<file path="src/rtl/dmem_arbiter_if.sv">
// Bus bundle between the MEM stage, the DMA engine, data_memory and dmem_arbiter.
// The arbiter uses the slave modport; the surrounding system uses the master modport.
interface dmem_arbiter_if #(
   parameter int ADDR_W = 20,
   parameter int DATA_W = 32
);
   logic              cpu_req;
   logic              cpu_we;
   logic              cpu_be;
   logic [ADDR_W-1:0] cpu_addr;
   logic [DATA_W-1:0] cpu_wdata;
   logic              cpu_stall;
   logic              cpu_rvalid;
   logic [DATA_W-1:0] cpu_rdata;

   logic              dma_req;
   logic              dma_we;
   logic              dma_last;
   logic [ADDR_W-1:0] dma_addr;
   logic [DATA_W-1:0] dma_wdata;
   logic              dma_gnt;
   logic              dma_rvalid;
   logic [DATA_W-1:0] dma_rdata;

   logic [ADDR_W-1:0] mem_addr;
   logic [DATA_W-1:0] mem_wdata;
   logic              mem_be;
   logic              mem_we;
   logic              mem_re;
   logic [DATA_W-1:0] mem_rdata;

   modport slave (
      input  cpu_req, cpu_we, cpu_be, cpu_addr, cpu_wdata,
      output cpu_stall, cpu_rvalid, cpu_rdata,
      input  dma_req, dma_we, dma_last, dma_addr, dma_wdata,
      output dma_gnt, dma_rvalid, dma_rdata,
      output mem_addr, mem_wdata, mem_be, mem_we, mem_re,
      input  mem_rdata
   );

   modport master (
      output cpu_req, cpu_we, cpu_be, cpu_addr, cpu_wdata,
      input  cpu_stall, cpu_rvalid, cpu_rdata,
      output dma_req, dma_we, dma_last, dma_addr, dma_wdata,
      input  dma_gnt, dma_rvalid, dma_rdata,
      input  mem_addr, mem_wdata, mem_be, mem_we, mem_re,
      output mem_rdata
   );
endinterface

</file>
<file path="src/rtl/dmem_arbiter.sv">
// Data-memory arbiter: CPU priority, DMA protected by a starvation counter and a burst cap.
// Define DMEM_ARB_STATS_EN to add saturating cpu_stall_cycles / dma_beats counters.
module dmem_arbiter #(
   parameter int ADDR_W    = 20,
   parameter int DATA_W    = 32,
   parameter int MAX_WAIT  = 8,
   parameter int MAX_BURST = 16
) (
   input  logic           clk,
   input  logic           rst,
   dmem_arbiter_if.slave  bus
`ifdef DMEM_ARB_STATS_EN
   ,
   output logic [15:0]    cpu_stall_cycles,
   output logic [15:0]    dma_beats
`endif
);
   localparam int WAIT_W  = $clog2(MAX_WAIT + 1);
   localparam int BURST_W = $clog2(MAX_BURST + 1);

   typedef enum logic [1:0] {
      IDLE    = 2'd0,
      CPU_OWN = 2'd1,
      DMA_OWN = 2'd2
   } state_t;

   state_t             state_q, state_d;
   logic [WAIT_W-1:0]  wait_q, wait_d;
   logic [BURST_W-1:0] burst_q, burst_d;
   logic               cpu_rvalid_q, cpu_rvalid_d;
   logic               dma_rvalid_q, dma_rvalid_d;
   logic               cpu_gnt, dma_gnt;
   logic               wait_max, burst_cap;

   assign wait_max  = (wait_q == WAIT_W'(MAX_WAIT));
   assign burst_cap = bus.cpu_req && (burst_q == BURST_W'(MAX_BURST));

   always_ff @(posedge clk or negedge rst) begin
      if (!rst) begin
         state_q      <= IDLE;
         wait_q       <= '0;
         burst_q      <= '0;
         cpu_rvalid_q <= 1'b0;
         dma_rvalid_q <= 1'b0;
      end else begin
         state_q      <= state_d;
         wait_q       <= wait_d;
         burst_q      <= burst_d;
         cpu_rvalid_q <= cpu_rvalid_d;
         dma_rvalid_q <= dma_rvalid_d;
      end
   end

   always_comb begin
      state_d = state_q;
      burst_d = '0;
      cpu_gnt = 1'b0;
      dma_gnt = 1'b0;
      case (state_q)
         DMA_OWN: begin
            dma_gnt = bus.dma_req && !burst_cap;
            cpu_gnt = !dma_gnt && bus.cpu_req;
            if (dma_gnt && !bus.dma_last) begin
               state_d = DMA_OWN;
               burst_d = (burst_q == BURST_W'(MAX_BURST)) ? burst_q : burst_q + 1'b1;
            end else begin
               state_d = cpu_gnt ? CPU_OWN : IDLE;
            end
         end
         default: begin
            dma_gnt = bus.dma_req && (!bus.cpu_req || wait_max);
            cpu_gnt = !dma_gnt && bus.cpu_req;
            if (dma_gnt) begin
               // The beat that takes ownership is the first beat of the burst.
               state_d = DMA_OWN;
               burst_d = BURST_W'(1);
            end else if (cpu_gnt) begin
               state_d = CPU_OWN;
            end else begin
               state_d = IDLE;
            end
         end
      endcase

      // Grants must drop the instant reset asserts, not at the next edge.
      if (!rst) begin
         cpu_gnt = 1'b0;
         dma_gnt = 1'b0;
      end

      if (!bus.dma_req || dma_gnt) begin
         wait_d = '0;
      end else if (wait_max) begin
         wait_d = wait_q;
      end else begin
         wait_d = wait_q + 1'b1;
      end

      cpu_rvalid_d = cpu_gnt && !bus.cpu_we;
      dma_rvalid_d = dma_gnt && !bus.dma_we;
   end

   assign bus.cpu_stall  = rst && bus.cpu_req && !cpu_gnt;
   assign bus.dma_gnt    = dma_gnt;
   assign bus.cpu_rvalid = cpu_rvalid_q;
   assign bus.dma_rvalid = dma_rvalid_q;
   assign bus.cpu_rdata  = bus.mem_rdata;
   assign bus.dma_rdata  = bus.mem_rdata;

   assign bus.mem_we    = (cpu_gnt && bus.cpu_we) || (dma_gnt && bus.dma_we);
   assign bus.mem_re    = (cpu_gnt && !bus.cpu_we) || (dma_gnt && !bus.dma_we);
   assign bus.mem_be    = cpu_gnt ? bus.cpu_be : dma_gnt;
   assign bus.mem_addr  = cpu_gnt ? bus.cpu_addr  : (dma_gnt ? bus.dma_addr  : '0);
   assign bus.mem_wdata = cpu_gnt ? bus.cpu_wdata : (dma_gnt ? bus.dma_wdata : '0);

`ifdef DMEM_ARB_STATS_EN
   logic [15:0] stall_cnt_q, stall_cnt_d;
   logic [15:0] beat_cnt_q, beat_cnt_d;

   always_comb begin
      stall_cnt_d = stall_cnt_q;
      beat_cnt_d  = beat_cnt_q;
      if (bus.cpu_stall && stall_cnt_q != 16'hFFFF) stall_cnt_d = stall_cnt_q + 16'd1;
      if (dma_gnt && beat_cnt_q != 16'hFFFF)        beat_cnt_d  = beat_cnt_q + 16'd1;
   end

   always_ff @(posedge clk or negedge rst) begin
      if (!rst) begin
         stall_cnt_q <= '0;
         beat_cnt_q  <= '0;
      end else begin
         stall_cnt_q <= stall_cnt_d;
         beat_cnt_q  <= beat_cnt_d;
      end
   end

   assign cpu_stall_cycles = stall_cnt_q;
   assign dma_beats        = beat_cnt_q;
`endif
endmodule

</file>
<file path="src/flat_wrapper.sv">
// flat-port wrapper written by rule: the top's interface ports become plain ports
module dmem_arbiter_flat 
#(
   parameter int ADDR_W    = 20,
   parameter int DATA_W    = 32,
   parameter int MAX_WAIT  = 8,
   parameter int MAX_BURST = 16
)
  (clk, rst, bus_cpu_req, bus_cpu_we, bus_cpu_be, bus_cpu_addr, bus_cpu_wdata, bus_cpu_stall, bus_cpu_rvalid, bus_cpu_rdata, bus_dma_req, bus_dma_we, bus_dma_last, bus_dma_addr, bus_dma_wdata, bus_dma_gnt, bus_dma_rvalid, bus_dma_rdata, bus_mem_addr, bus_mem_wdata, bus_mem_be, bus_mem_we, bus_mem_re, bus_mem_rdata);
  dmem_arbiter_if #(.ADDR_W(ADDR_W), .DATA_W(DATA_W)) bus_i ();
  input  logic clk;
  input  logic rst;
  input wire logic [$bits(bus_i.cpu_req)-1:0] bus_cpu_req;
  input wire logic [$bits(bus_i.cpu_we)-1:0] bus_cpu_we;
  input wire logic [$bits(bus_i.cpu_be)-1:0] bus_cpu_be;
  input wire logic [$bits(bus_i.cpu_addr)-1:0] bus_cpu_addr;
  input wire logic [$bits(bus_i.cpu_wdata)-1:0] bus_cpu_wdata;
  output wire logic [$bits(bus_i.cpu_stall)-1:0] bus_cpu_stall;
  output wire logic [$bits(bus_i.cpu_rvalid)-1:0] bus_cpu_rvalid;
  output wire logic [$bits(bus_i.cpu_rdata)-1:0] bus_cpu_rdata;
  input wire logic [$bits(bus_i.dma_req)-1:0] bus_dma_req;
  input wire logic [$bits(bus_i.dma_we)-1:0] bus_dma_we;
  input wire logic [$bits(bus_i.dma_last)-1:0] bus_dma_last;
  input wire logic [$bits(bus_i.dma_addr)-1:0] bus_dma_addr;
  input wire logic [$bits(bus_i.dma_wdata)-1:0] bus_dma_wdata;
  output wire logic [$bits(bus_i.dma_gnt)-1:0] bus_dma_gnt;
  output wire logic [$bits(bus_i.dma_rvalid)-1:0] bus_dma_rvalid;
  output wire logic [$bits(bus_i.dma_rdata)-1:0] bus_dma_rdata;
  output wire logic [$bits(bus_i.mem_addr)-1:0] bus_mem_addr;
  output wire logic [$bits(bus_i.mem_wdata)-1:0] bus_mem_wdata;
  output wire logic [$bits(bus_i.mem_be)-1:0] bus_mem_be;
  output wire logic [$bits(bus_i.mem_we)-1:0] bus_mem_we;
  output wire logic [$bits(bus_i.mem_re)-1:0] bus_mem_re;
  input wire logic [$bits(bus_i.mem_rdata)-1:0] bus_mem_rdata;
  assign bus_i.cpu_req = bus_cpu_req;
  assign bus_i.cpu_we = bus_cpu_we;
  assign bus_i.cpu_be = bus_cpu_be;
  assign bus_i.cpu_addr = bus_cpu_addr;
  assign bus_i.cpu_wdata = bus_cpu_wdata;
  assign bus_cpu_stall = bus_i.cpu_stall;
  assign bus_cpu_rvalid = bus_i.cpu_rvalid;
  assign bus_cpu_rdata = bus_i.cpu_rdata;
  assign bus_i.dma_req = bus_dma_req;
  assign bus_i.dma_we = bus_dma_we;
  assign bus_i.dma_last = bus_dma_last;
  assign bus_i.dma_addr = bus_dma_addr;
  assign bus_i.dma_wdata = bus_dma_wdata;
  assign bus_dma_gnt = bus_i.dma_gnt;
  assign bus_dma_rvalid = bus_i.dma_rvalid;
  assign bus_dma_rdata = bus_i.dma_rdata;
  assign bus_mem_addr = bus_i.mem_addr;
  assign bus_mem_wdata = bus_i.mem_wdata;
  assign bus_mem_be = bus_i.mem_be;
  assign bus_mem_we = bus_i.mem_we;
  assign bus_mem_re = bus_i.mem_re;
  assign bus_i.mem_rdata = bus_mem_rdata;
  dmem_arbiter #(.ADDR_W(ADDR_W), .DATA_W(DATA_W), .MAX_WAIT(MAX_WAIT), .MAX_BURST(MAX_BURST)) u_core (.clk(clk), .rst(rst), .bus(bus_i));
endmodule
</file>
<file path="config.mk">
export PLATFORM = sky130hd
export DESIGN_NAME = dmem_arbiter_flat
export DESIGN_NICKNAME = d
export VERILOG_FILES = /design/src/rtl/dmem_arbiter_if.sv /design/src/rtl/dmem_arbiter.sv /design/src/flat_wrapper.sv
export SDC_FILE = /design/constraint.sdc
export NUM_CORES = 1
export LEC_CHECK = 0
export CORE_AREA = 2 2 104 106
export CTS_BUF_LIST = sky130_fd_sc_hd__clkbuf_4 sky130_fd_sc_hd__clkbuf_8
export DETAILED_ROUTE_END_ITERATION = 8
export DIE_AREA = 0 0 106 108
export PLACE_DENSITY = 0.66
export SLEW_MARGIN = 20
export SYNTH_ARGS = -nofsm -noshare
export SYNTH_HDL_FRONTEND = slang
export SYNTH_SLANG_ARGS = --single-unit
</file>
<file path="constraint.sdc">
create_clock -name clk -period 2.77 [get_ports clk]
set_input_delay 0.554 -clock clk [delete_from_list [all_inputs] [get_ports clk]]
set_output_delay 0.554 -clock clk [all_outputs]
set_load 0.005 [all_outputs]
</file>
== Yosys cells after proc, flatten, opt, wreduce, memory -nomap -nowiden ==
Index checks and enable logic that the tools add are counted.
Word-level totals
  flip-flop bits (word level): 13
  bits of input ports: 144
  output and inout bits: 123
  logic and storage cells: 57
Cells by class
  $add $sub $neg: 2
  equal/unequal tests: 5
  muxes and demuxes: 20
  reductions and logical operators: 25
Operator list (count)
  32-bit 2-to-1 mux: 2
  20-bit 2-to-1 mux: 2
  5-bit 2-to-1 mux: 3
  1-bit logical AND: 12
  1-bit zero test: 9
  1-bit 2-to-1 mux: 8
  4-bit 2-to-1 mux: 2
  2-bit 2-to-1 mux: 3
  5-bit by 1-bit adder with 5-bit output (second input constant): 1
  5-bit == test (second input constant): 1
  4-bit by 1-bit adder with 4-bit output (second input constant): 1
  4-bit == test (second input constant): 1
  1-bit logical OR: 4
  3-bit inequality test (second input constant): 1
  2-bit == test (second input constant): 1
  2-bit inequality test (second input constant): 1

== Depth between registers and ports, before layout ==
Gate-level depths: netlist of the first run.
  word-level depth: 10
  mapped depth: 8
  mapped depth without buffers: 6

== Worst setup path after synthesis of the first run ==
Ideal clock, no wire load.
  kind: reg2out
  start point: register u_core.burst_q[0]
  end point: output bus_mem_addr[0]
  data arrival time: 1786 ps
  setup slack: 430 ps
  stages on the path, launching flop included: 9
  cells stage by stage: dfrtp_1 > inv_1 > ha_1 > and4bb_4 > mux2_2 > o211a_1 > buf_6 > buf_6 > a22o_1
On the way
  word-level cells in the longest chain between the ends: 9
Ends and longest elaborated chain
  start, declared: line dmem_arbiter.sv:29  | logic [BURST_W-1:0] burst_q, burst_d;
  start signal, assigned: line dmem_arbiter.sv:48  | burst_q <= burst_d;
  5-bit == test (*): line dmem_arbiter.sv:36  | assign burst_cap = bus.cpu_req && (burst_q == BURST_W'(MAX_BURST));
  1-bit logical AND (*): line dmem_arbiter.sv:36
  1-bit zero test (*): line dmem_arbiter.sv:61  | dma_gnt = bus.dma_req && !burst_cap;
  1-bit logical AND (*): line dmem_arbiter.sv:61
  1-bit zero test: line dmem_arbiter.sv:62  | cpu_gnt = !dma_gnt && bus.cpu_req;
  1-bit logical AND: line dmem_arbiter.sv:62
  1-bit 2-to-1 mux: line dmem_arbiter.sv:59  | case (state_q)
  1-bit 2-to-1 mux: line dmem_arbiter.sv:86  | if (!rst) begin
  20-bit 2-to-1 mux (*): line dmem_arbiter.sv:113  | assign bus.mem_addr = cpu_gnt ? bus.cpu_addr : (dma_gnt ? bus.dma_addr : '0);
  end, declared: line flat_wrapper.sv:29  | output wire logic [$bits(bus_i.mem_addr)-1:0] bus_mem_addr;
Every way passes the cells marked *; elsewhere a longest branch is shown, timed or not.

== Worst setup path after layout of the first run ==
  start point: register u_core.burst_q[1]
  end point: output bus_mem_wdata[21]
On the way
  word-level cells in the longest chain between the ends: 9
Ends and longest elaborated chain
  5-bit == test (*): line dmem_arbiter.sv:36
  1-bit logical AND (*): line dmem_arbiter.sv:36
  1-bit zero test (*): line dmem_arbiter.sv:61
  1-bit logical AND (*): line dmem_arbiter.sv:61
  1-bit zero test: line dmem_arbiter.sv:62
  1-bit logical AND: line dmem_arbiter.sv:62
  1-bit 2-to-1 mux: line dmem_arbiter.sv:59
  1-bit 2-to-1 mux: line dmem_arbiter.sv:86
  32-bit 2-to-1 mux (*): line dmem_arbiter.sv:114  | assign bus.mem_wdata = cpu_gnt ? bus.cpu_wdata : (dma_gnt ? bus.dma_wdata : '0);
  end, declared: line flat_wrapper.sv:30  | output wire logic [$bits(bus_i.mem_wdata)-1:0] bus_mem_wdata;
Marks and branches as above.

==> results of run 1 <==
-- tightest hold or removal path, delay by kind of cell (launching register included) --
| kind | cells | cell delay, ps |
|---|---|---|
| flops | 1 | 380 |
| simple gates | 2 | 110 |
| xor+xnor | 1 | 80 |
-- through the flow --
| stage | setup TNS, ps | instance area, um2 | total power, mW | setup WS (ps) | utilization (%) |
|---|---|---|---|---|---|
| global placement | -3920 | 3180 | 0.627 | -171 | 31.1 |
| floorplan | 0 | 1720 | 0.394 | 430 | - |
| global route | -551 | 3280 | 0.859 | -77.5 | 32.0 |
| finish | -37.2 | 3280 | 0.816 | -18.8 | 32.1 |
| detailed placement | -4910 | 3180 | 0.631 | -189 | 31.1 |
| CTS | -696 | 3390 | 0.839 | -77.8 | 33.1 |
-- worst paths after layout --
check / cells after the start / slack, ps / to / start
worst max-delay path: 9 / -20 / bus_mem_wdata[21] / u_core.burst_q[1]
worst min-delay path: 3 / 600 / u_core.wait_q[2] / u_core.wait_q[2]
worst max register to register: 7 / 950 / u_core.bus.cpu_rvalid / u_core.burst_q[1]
worst min register to register: 3 / 600 / u_core.wait_q[2] / u_core.wait_q[2]
max in group asynchronous: 2 / 1930 / u_core.state_q[0] / rst
min in group asynchronous: 2 / 720 / u_core.wait_q[1] / rst
-- registers in the layout, summed over array words and instances (netlist names) --
register and flops:
u_core.burst_q 5, u_core.bus.dma_rvalid 1, u_core.wait_q 4, u_core.bus.cpu_rvalid 1, u_core.state_q 2
-- per-layer routing --
metal	global-route usage (%)	part of all wire [%]
met2	23.6	50
met4	0.846	0.23
met1	16.0	39
met5	0	0
met3	5.12	11
-- cells in the final DEF, fill, tap and decap left out, drive strengths merged, types with 2 or more instances in the layout --
cell and n:
a21o 2, nor3 6, and2 2, a22o 54, nand2 5, clkdlybuf4s50 114
dfrtp 13, buf 71, nor2 7, nand3 6, clkbuf 20, xnor2 2
xor2 4, ha 4, inv 8, a21oi 4
-- report_power, final --
part           leakage [nW]  internal [mW]  total [mW]  switching (mW)
Combinational          1.32          0.285       0.432           0.147
Clock                0.0262          0.111       0.183          0.0711
Sequential            0.175          0.198       0.201         0.00334
Total                  1.52          0.594       0.816           0.221
-- Yosys cell counts --
| master | number | area share [%] |
|---|---|---|
| sky130_fd_sc_hd__clkbuf_1 | 1 | 0.22 |
| sky130_fd_sc_hd__xor2_1 | 4 | 2.0 |
| sky130_fd_sc_hd__nor3_1 | 6 | 1.7 |
| sky130_fd_sc_hd__inv_1 | 8 | 1.7 |
| sky130_fd_sc_hd__xnor2_1 | 2 | 1.0 |
| sky130_fd_sc_hd__a21oi_2 | 1 | 0.51 |
| sky130_fd_sc_hd__and2_1 | 2 | 0.73 |
| sky130_fd_sc_hd__nand3b_1 | 1 | 0.44 |
| sky130_fd_sc_hd__nor2_1 | 7 | 1.5 |
| sky130_fd_sc_hd__mux2_2 | 1 | 0.65 |
| sky130_fd_sc_hd__a21o_1 | 2 | 0.87 |
| sky130_fd_sc_hd__a21oi_1 | 3 | 0.87 |
| sky130_fd_sc_hd__dfrtp_1 | 13 | 19 |
| sky130_fd_sc_hd__a2111o_1 | 1 | 0.65 |
| sky130_fd_sc_hd__buf_4 | 64 | 28 |
| sky130_fd_sc_hd__o211a_1 | 1 | 0.58 |
| sky130_fd_sc_hd__ha_1 | 4 | 2.9 |
| sky130_fd_sc_hd__buf_6 | 5 | 3.3 |
| sky130_fd_sc_hd__nand2_1 | 5 | 1.1 |
| sky130_fd_sc_hd__a22o_1 | 54 | 27 |
| sky130_fd_sc_hd__nand2b_1 | 1 | 0.36 |
| sky130_fd_sc_hd__and4bb_4 | 1 | 0.95 |
| sky130_fd_sc_hd__buf_2 | 6 | 1.7 |
| sky130_fd_sc_hd__nand3_1 | 6 | 1.7 |
-- layout make-up --
class                           count  area (um2)
Antenna cell                        1        2.50
Clock buffer                        4        48.8
Fill cell                        1091        6950
Inverter                            8        30.0
Multi-Input combinational cell    102         825
Sequential cell                    13         325
Tap cell                          136         170
Timing Repair Buffer              202        1880
-- cells by family (layout without fill, tap and decap cells) --
group	count (synthesis)	in the layout	share of synthesized area, %
xor gates and xnor gates	6	6	3.05
buffers and inverters	84	214	34.9
adders and majority gates	4	4	2.91
muxes	1	1	0.654
DFF	13	13	18.9
AOI/OAI and AO/OA	62	62	31.0
other	0	1	0
and+or+nand+nor	29	29	8.58
-- what timing repair did --
item | CTS | global route
endpoints found under the hold margin | 0 | 0
gates resized for setup | 202 | 25
setup endpoints to repair | 56 | 44
pin swaps | 4 | 10
cloned | 6 | 1
buffers inserted | 11 | 4
==> metrics.log, run 1 <==
INFO  metric setup.worst_path.start_class = flip-flop
INFO  metric share_of_layout_cells_above_drive_strength_1 = approximately 29%
INFO  metric mappedNetlistArea = between 1500 and 2000 um2
INFO  metric fin_nets = approximately 480
INFO  metric postRouteWirelength = between 8000 and 9000 um
INFO  metric gpl.final_weighted_congestion = around 0.76
INFO  metric seq_area_frac_synth = a little under a fifth
INFO  metric maximum_number_of_pins_on_one_net_before_global_route_repair = 19
INFO  metric slew-limit-headroom = 83.9%
INFO  metric starting_density = ~17%
INFO  metric detailroute.via_count = 1989
INFO  metric path_class = flip-flop to output pin
INFO  metric tritoncts = done
INFO  metric std_cell_rows = 37
INFO  metric vdd.ir_drop.worst = around 0.00014 V
INFO  metric layout_min_cycle_time = roughly 2800 ps
INFO  metric cp_slowest_stage_delay = ~340 ps
INFO  metric worstPathBufferInverterCount = 4
INFO  metric synth.avg_cell_area = 8.65 um2
INFO  metric syn-num-nets = 347
INFO  metric track_usage = 13.3%
INFO  metric drt_drc_violations_left = 0
INFO  metric postSynthRegisterBits = 13
INFO  metric hold_violations = 0
INFO  metric cpLargestDelayFamily = compound AO/OA/AOI/OAI gates
INFO  metric pwr_density_cell = between 200 and 250 nW/um2
INFO  metric die_area = approximately 11000 um2
INFO  metric clock-sinks = 13
INFO  metric cts_buffers = 3
INFO  metric die_h = between 100 and 150 um
INFO  metric skew = between 2 and 3 ps
INFO  metric timing.hold.worst.class = flip-flop to flip-flop
INFO  metric placed_cells = roughly 440
INFO  metric worst_pin_slew = roughly 240 ps
INFO  metric cp.required = around 2200 ps
INFO  metric ys.warnings.count = 0
INFO  metric result_of_the_run = complete, but fails checks
INFO  metric fp.coreArea = slightly above 10000 um2
INFO  metric final-instance-count-excl-fill = between 400 and 500
INFO  metric grt_pass1_wl = about 12000 um
INFO  metric critPathMostFrequentCell = sky130_fd_sc_hd__buf_12
INFO  metric post-route-worst-setup-slack = -18.8 ps
INFO  metric worst_ep_arrival_time = 2230 ps
INFO  metric cts_root_buf = sky130_fd_sc_hd__clkbuf_8
INFO  metric dr.pass1.iters = 4
INFO  metric final_antenna_net_count = 0
INFO  metric wirelength_per_cell = between 15 and 20 um
INFO  metric number_of_global_route_vias_before_repair = 2017
INFO  metric ioPinCount = around 270
INFO  metric area_delta_synth_final = 90.7%
INFO  metric cts.path.max_buffers = 2
INFO  metric io_buffer_count = between 150 and 200
INFO  metric clkSlewWorstSetupHoldPaths = ~60 ps
INFO  metric cp_cell_sequence = inv_1 -> ha_2 -> and4bb_4 -> mux2_4 -> o211a_4 -> buf_12 -> buf_12 -> a22o_1 -> buf_2
INFO  metric setup_viol_count_final = 4
INFO  metric clk-insertion-delay-late = approximately 240 ps
INFO  metric power.leakage = 1.52 nW
INFO  metric fin_hold_ws = between 600 and 700 ps
INFO  metric grt-ovfl-total = 0
INFO  metric timing.max_cap.violations = 0
INFO  metric synth_cell_types = 24
INFO  metric fmax = 359 MHz
INFO  metric slew_viol_final = 0
INFO  metric failing_checks = setup timing
INFO  metric critical-path-slowest-cell = sky130_fd_sc_hd__dfrtp_1
INFO  metric antenna_found_initial = 0
INFO  metric fin_crit_sh = 101%
INFO  metric unrepaired_setup_endpoints_after_global_routing = yes
INFO  metric crit_path_end_kind = output pin
INFO  metric first_iter_violations = 47
INFO  metric cts.hold.buffers_added = 0
INFO  metric die_width = 106 um
INFO  metric cp_max_fo = 6
INFO  metric synthCells = 199
INFO  metric post_drt_via_cell_ratio = about 4.3
INFO  metric place_hpwl = between 6000 and 7000 um
INFO  metric h-tree-depth = 1
Note: power is estimated with default switching activity, not from simulation.
==> run 2, diff against run 1 <==
CELL_PAD_IN_SITES_DETAIL_PLACEMENT = 1   (was not set)
CELL_PAD_IN_SITES_GLOBAL_PLACEMENT = 1   (was not set)
CORE_AREA = 2 2 114 116   (was 2 2 104 106)
DIE_AREA = 0 0 116 118   (was 0 0 106 108)
PLACE_DENSITY = 0.86   (was 0.66)
REMOVE_ABC_BUFFERS = 1   (was not set)
SKIP_LAST_GASP = 1   (was not set)
==> metrics.log, run 2 (synthesized netlist as in run 1, its figures left out) <==
INFO  metric maximum_number_of_pins_on_one_net_before_global_route_repair = 15
INFO  metric die_area = 13700 um2
INFO  metric worst_pin_slew = ~220 ps
INFO  metric final_antenna_net_count = 0
INFO  metric placed_cell_area = 3230 um2
INFO  metric starting_density = between 10% and 20%
INFO  metric ioPinCount = ~270
INFO  metric cp.required = roughly 2200 ps
INFO  metric layout_min_cycle_time = between 2000 and 3000 ps
INFO  metric placed_cells = between 400 and 500
INFO  metric wirelength_per_cell = approximately 23 um
INFO  metric setup_total_negative_slack = -1040 ps
INFO  metric cp_slowest_stage_delay = roughly 340 ps
INFO  metric skew = ~5.2 ps
INFO  metric postLayoutCoreUtil = roughly 29%
INFO  metric cp_max_fo = 5
INFO  metric setup_viol_count_final = 28
INFO  metric largest_register = u_core.burst_q
INFO  metric slew_viol_final = 0
INFO  metric power_frac_clock = between 20% and 30%
INFO  metric grt_pass1_wl = between 15000 and 20000 um
INFO  metric cp_cell_sequence = inv_1 -> ha_2 -> and4bb_4 -> mux2_4 -> o211a_4 -> buf_12 -> buf_4 -> buf_4 -> a22o_1 -> buf_2
INFO  metric path_class = flip-flop to output pin
INFO  metric slew-limit-headroom = 85.6%
INFO  metric die_width = 116 um
INFO  metric failing_checks = setup timing
INFO  metric worst_ep_arrival_time = between 2000 and 2500 ps
INFO  metric dr.pass1.iters = 4
INFO  metric crit_path_end_kind = output pin
INFO  metric layout.cells.most_common = sky130_fd_sc_hd__clkdlybuf4s50_1
INFO  metric critical-path-slowest-cell = sky130_fd_sc_hd__dfrtp_1
INFO  metric cts.hold.buffers_added = 0
INFO  metric result_of_the_run = complete, but fails checks
INFO  metric p_sw_share = 28.1%
INFO  metric fin_hold_ws = around 600 ps
INFO  metric power_report.internal_total = approximately 0.62 mW
INFO  metric power.leakage = about 1.6 nW
INFO  metric unrepaired_setup_endpoints_after_global_routing = yes
INFO  metric die_h = 118 um
INFO  metric cts.path.max_buffers = 2
INFO  metric clkSlewWorstSetupHoldPaths = 50 ps
INFO  metric timing.max_cap.violations = 0
INFO  metric fmax = about 350 MHz
INFO  metric post_layout_power = 0.864 mW
INFO  metric final_design_area_no_fill = 3550 um2
INFO  metric largest_register_ffs = 5
INFO  metric gpl.final_weighted_congestion = between 0.7 and 0.8
INFO  metric fin_nets = between 400 and 500
INFO  metric place_hpwl = 8770 um
INFO  metric io_buffer_count = 170
INFO  metric pwr_density_cell = approximately 240 nW/um2
INFO  metric seqPwrFrac = 23.3%
INFO  metric tritoncts = done
INFO  metric number_of_global_route_vias_before_repair = 2530
INFO  metric detailroute.via_count = roughly 2200
INFO  metric p_sw = approximately 0.24 mW
INFO  metric hold_violations = 0
INFO  metric track_usage = 16.7%
INFO  metric setup.worst_path.start_class = flip-flop
INFO  metric area_delta_synth_final = 106%
INFO  metric postRouteWirelength = between 10000 and 15000 um
INFO  metric n_antenna_cell = 0
INFO  metric antenna_found_initial = 0
INFO  metric layout_common_cells = sky130_fd_sc_hd__clkdlybuf4s50_1 (114), sky130_fd_sc_hd__a22o_1 (53), sky130_fd_sc_hd__buf_2 (34)
INFO  metric cts_buffers = 3
INFO  metric clock-sinks = 13
INFO  metric timing.hold.worst.class = flip-flop to flip-flop
INFO  metric fp.coreArea = around 12000 um2
INFO  metric cts_root_buf = sky130_fd_sc_hd__clkbuf_8
INFO  metric grt-ovfl-total = 0
INFO  metric reg.largest.list = u_core.burst_q (5), u_core.wait_q (4), u_core.state_q (2)
INFO  metric fin_crit_sh = 104%
INFO  metric power.share.combinational = a little under three fifths
INFO  metric final-instance-count-excl-fill = slightly above 500
INFO  metric post-route-worst-setup-slack = -102 ps
INFO  metric drt_drc_violations_left = 0
INFO  metric first_iter_violations = 79
INFO  metric vdd.ir_drop.worst = around 0.00012 V
INFO  metric std_cell_rows = between 40 and 50
INFO  metric clk-insertion-delay-late = about 250 ps
INFO  metric h-tree-depth = 1
INFO  metric share_of_layout_cells_above_drive_strength_1 = between 30% and 40%
INFO  metric pre_cts_ws = -275 ps
INFO  metric post_drt_via_cell_ratio = between 4 and 5
INFO  metric critPathMostFrequentCell = sky130_fd_sc_hd__buf_4
-- run 2: changes by cell type in the layout (fill, tap and decap cells not counted), moves of 2 or more --
cell and delta:
sky130_fd_sc_hd__buf_16 +2, sky130_fd_sc_hd__clkbuf_2 -3, sky130_fd_sc_hd__buf_4 +11, sky130_fd_sc_hd__dlygate4sd2_1 +2, sky130_fd_sc_hd__buf_6 +8, sky130_fd_sc_hd__buf_2 -6
-- run 2: layout make-up --
| type | instances | area (um2) |
|---|---|---|
| Clock buffer | 4 | 48.8 |
| Fill cell | 1473 | 8870 |
| Inverter | 8 | 30.0 |
| Multi-Input combinational cell | 102 | 830 |
| Sequential cell | 13 | 325 |
| Tap cell | 172 | 215 |
| Timing Repair Buffer | 218 | 2100 |
-- run 2: worst paths after layout --
path / from / endpoint / slack, ps / cells past startpoint
setup reg to reg: u_core.burst_q[1] / u_core.wait_q[1] / 610 / 12
hold reg to reg: u_core.burst_q[4] / u_core.burst_q[4] / 610 / 2
min in group asynchronous: rst / u_core.wait_q[2] / 700 / 2
hold / removal: u_core.burst_q[4] / u_core.burst_q[4] / 610 / 2
max in group asynchronous: rst / u_core.bus.cpu_rvalid / 1900 / 2
setup / recovery: u_core.burst_q[1] / bus_mem_wdata[16] / -100 / 10
-- run 2: metal layers --
| metal | global-route usage [%] | vias to the layer above | wire, um |
|---|---|---|---|
| met5 | 5.88 | - | 47 |
| met4 | 1.12 | 2 | 68 |
| met3 | 9.99 | 7 | 1590 |
| met2 | 27.0 | 192 | 5530 |
| met1 | 19.4 | 1014 | 4590 |
| li1 | - | 943 | - |
-- run 2: repair_timing --
action / CTS / global route
pin swaps: 12 / 30
setup endpoints to repair: 57 / 57
gates resized for setup: 185 / 55
cloned: 8 / 0
setup buffers: 18 / 8
-- run 2: worst max-delay path, delay by kind of cell (launching register included) --
family,cells,cell delay (ps)
adder cells (fa/ha/maj),1,180
AO/OA/AOI/OAI,2,470
multiplexers,1,300
AND/OR/NAND/NOR,1,200
buffers and inverters,5,590
flip-flops,1,340
-- run 2: power groups by stage --
| stage | logic, mW | registers (mW) | clock network (mW) |
|---|---|---|---|
| floorplan | 0.100 | 0.206 | 0 |
| detailed placement | 0.440 | 0.205 | 0 |
| CTS | 0.489 | 0.202 | 0.186 |
| global route | 0.512 | 0.203 | 0.198 |
| global placement | 0.429 | 0.204 | 0 |
| finish | 0.481 | 0.202 | 0.181 |
==> run 3, diff against run 2 <==
PLACE_DENSITY = 0.88   (was 0.86)
==> metrics.log, run 3 (synthesized netlist as in run 1, its figures left out) <==
INFO  metric setup.worst_path.start_class = flip-flop
INFO  metric gpl.final_weighted_congestion = 0.755
INFO  metric cts.path.max_buffers = 2
INFO  metric layout_min_cycle_time = around 2800 ps
INFO  metric layout_common_cells = sky130_fd_sc_hd__clkdlybuf4s50_1 (114), sky130_fd_sc_hd__a22o_1 (53), sky130_fd_sc_hd__buf_2 (47)
INFO  metric antenna_found_initial = 0
INFO  metric tritoncts = done
INFO  metric hold_violations = 0
INFO  metric cp_cell_sequence = inv_1 -> ha_2 -> and4bb_4 -> mux2_4 -> o211a_4 -> buf_12 -> buf_16 -> a22o_1 -> buf_2
INFO  metric hold_end = u_core.burst_q[4]
INFO  metric layout.cells.most_common = sky130_fd_sc_hd__clkdlybuf4s50_1
INFO  metric regToRegSetupSlack = a little over 700 ps
INFO  metric timing.max_cap.violations = 0
INFO  metric detailroute.via_count = 2184
INFO  metric clk-insertion-delay-late = ~250 ps
INFO  metric std_cell_rows = between 40 and 50
INFO  metric grt-ovfl-total = 0
INFO  metric worst_ep_arrival_time = 2220 ps
INFO  metric area_delta_synth_final = 107%
INFO  metric cts_buffers = 3
INFO  metric largest_register = u_core.burst_q
INFO  metric setup_viol_count_final = 1
INFO  metric die_area = between 10000 and 15000 um2
INFO  metric clkSlewWorstSetupHoldPaths = roughly 50 ps
INFO  metric setup_total_negative_slack = -1.87 ps
INFO  metric placed_cells = 480
INFO  metric largest_register_ffs = 5
INFO  metric result_of_the_run = complete, but fails checks
INFO  metric slew_viol_final = 0
INFO  metric worst_pin_slew = 297 ps
INFO  metric worst_r2r_path_depth = 9
INFO  metric unrepaired_setup_endpoints_after_global_routing = yes
INFO  metric worstSetupPathDepth = 9
INFO  metric die_h = around 120 um
INFO  metric power_report.internal_total = around 0.63 mW
INFO  metric postRouteWirelength = around 11000 um
INFO  metric cp_slowest_stage_delay = between 300 and 400 ps
INFO  metric pwr_density_cell = around 240 nW/um2
INFO  metric h-tree-depth = 1
INFO  metric dr.pass1.iters = 4
INFO  metric reg.largest.list = u_core.burst_q (5), u_core.wait_q (4), u_core.state_q (2)
INFO  metric final.fill_count = 1467
INFO  metric n_antenna_cell = 0
INFO  metric setup.worst_path.start = u_core.burst_q[0]
INFO  metric die_width = around 120 um
INFO  metric r2r_start = u_core.burst_q[0]
INFO  metric p_sw_share = 27.2%
INFO  metric worstPathBufferInverterCount = 4
INFO  metric critical-path-slowest-cell = sky130_fd_sc_hd__dfrtp_1
INFO  metric hold_path.startpoint = u_core.burst_q[4]
INFO  metric fmax = 361 MHz
INFO  metric fp.coreArea = approximately 12000 um2
INFO  metric timing.hold.worst.class = flip-flop to flip-flop
INFO  metric first_iter_violations = 76
INFO  metric cts_root_buf = sky130_fd_sc_hd__clkbuf_8
INFO  metric cp_max_fo = 6
INFO  metric crit_path_end_kind = output pin
INFO  metric clock-sinks = 13
INFO  metric final_antenna_net_count = 0
INFO  metric slew-limit-headroom = roughly four fifths
INFO  metric fin_nets = 489
INFO  metric ioPinCount = 267
INFO  metric post_drt_via_cell_ratio = ~4.3
INFO  metric final-instance-count-excl-fill = 512
INFO  metric failing_checks = setup timing
INFO  metric r2r_end = u_core.bus.cpu_rvalid
INFO  metric cpLargestDelayFamily = buffers and inverters
INFO  metric p_sw = around 0.23 mW
INFO  metric starting_density = 13.9%
INFO  metric power.leakage = about 1.6 nW
INFO  metric fin_crit_sh = 100%
INFO  metric path_class = flip-flop to output pin
INFO  metric holdPathStages = 2
INFO  metric io_buffer_count = 170
INFO  metric cp.required = between 2000 and 2500 ps
INFO  metric number_of_global_route_vias_before_repair = about 2400
INFO  metric track_usage = roughly 16%
INFO  metric share_of_layout_cells_above_drive_strength_1 = between 30% and 40%
INFO  metric vdd.ir_drop.worst = roughly 0.00011 V
INFO  metric power.share.combinational = around 56%
INFO  metric wirelength_per_cell = around 22 um
INFO  metric seqPwrFrac = 23.5%
INFO  metric grt_pass1_wl = 16000 um
INFO  metric post-route-worst-setup-slack = -1.87 ps
INFO  metric drt_drc_violations_left = 0
INFO  metric power_frac_clock = roughly a fifth
INFO  metric skew = approximately 2 ps
INFO  metric maximum_number_of_pins_on_one_net_before_global_route_repair = 17
INFO  metric place_hpwl = between 8000 and 9000 um
-- run 3: cell count changes in the layout (fill, tap and decap cells not counted), moves of 3 or more --
cell	before	now
sky130_fd_sc_hd__buf_2	34	47
sky130_fd_sc_hd__clkbuf_2	12	4
sky130_fd_sc_hd__dlygate4sd2_1	3	0
sky130_fd_sc_hd__buf_8	4	1
sky130_fd_sc_hd__buf_4	24	19
sky130_fd_sc_hd__buf_6	13	4
sky130_fd_sc_hd__buf_16	6	10
-- run 3: area by class of cell --
| type | count | area, um2 | area share (%) |
|---|---|---|---|
| multi-input combinational | 102 | 825 | 23.2 |
| clock buffer | 4 | 48.8 | 1.37 |
| tap | 172 | 215 | 6.05 |
| inverter | 8 | 30.0 | 0.844 |
| timing repair buffer | 213 | 2110 | 59.4 |
| sequential | 13 | 325 | 9.15 |
-- run 3: how the worst max path moves through the flow --
stage / to
floorplan: bus_mem_addr[0]
global placement: bus_mem_wdata[25]
detailed placement: bus_mem_wdata[25]
global route: bus_mem_addr[1]
finish: bus_mem_wdata[18]
CTS: bus_mem_wdata[25]
-- run 3: worst reg2reg max path, stage by stage (launching register included) --
cell and delay [ps]:
sky130_fd_sc_hd__dfrtp_1 340, sky130_fd_sc_hd__inv_1 50, sky130_fd_sc_hd__ha_2 180, sky130_fd_sc_hd__and4bb_4 190, sky130_fd_sc_hd__mux2_4 300, sky130_fd_sc_hd__o211a_4 280, sky130_fd_sc_hd__buf_12 170, sky130_fd_sc_hd__buf_16 140
sky130_fd_sc_hd__buf_4 120, sky130_fd_sc_hd__and2_1 160
-- run 3: metrics by stage --
stage	utilization (%)	power (mW)	instance area (um2)	worst slack (ps)	hold slack [ps]
after CTS	28.1	0.863	3480	-81.9	595
after detailed placement	25.9	0.633	3210	-291	583
after global routing	28.7	0.908	3560	-103	658
after floorplan	-	0.306	1150	-523	258
final	28.7	0.861	3560	-1.87	598
after global placement	25.9	0.624	3210	-241	557
-- run 3: timing repair --
action / 4_1_cts / 5_1_grt
resized for setup: 223 / 16
setup endpoints to repair: 56 / 57
pin swaps: 11 / 16
hold buffers: 0 / 0
setup buffers: 13 / 6
gates cloned: 10 / 1
endpoints found under the hold margin: 0 / 0
-- run 3: power by group through the flow --
| stage | sequential [mW] | combinational (mW) | clock, mW |
|---|---|---|---|
| final | 0.202 | 0.480 | 0.179 |
| after global routing | 0.202 | 0.510 | 0.196 |
| after CTS | 0.202 | 0.473 | 0.188 |
| after detailed placement | 0.205 | 0.428 | 0 |
| after global placement | 0.204 | 0.419 | 0 |
| after floorplan | 0.206 | 0.100 | 0 |
-- run 3: per-layer routing --
layer,vias to the layer above,wire length (um),global-route usage (%)
met5,-,49,4.31
met4,2,136,2.90
met3,13,1470,9.17
met2,186,5130,24.6
met1,1043,4560,19.3
li1,940,-,-
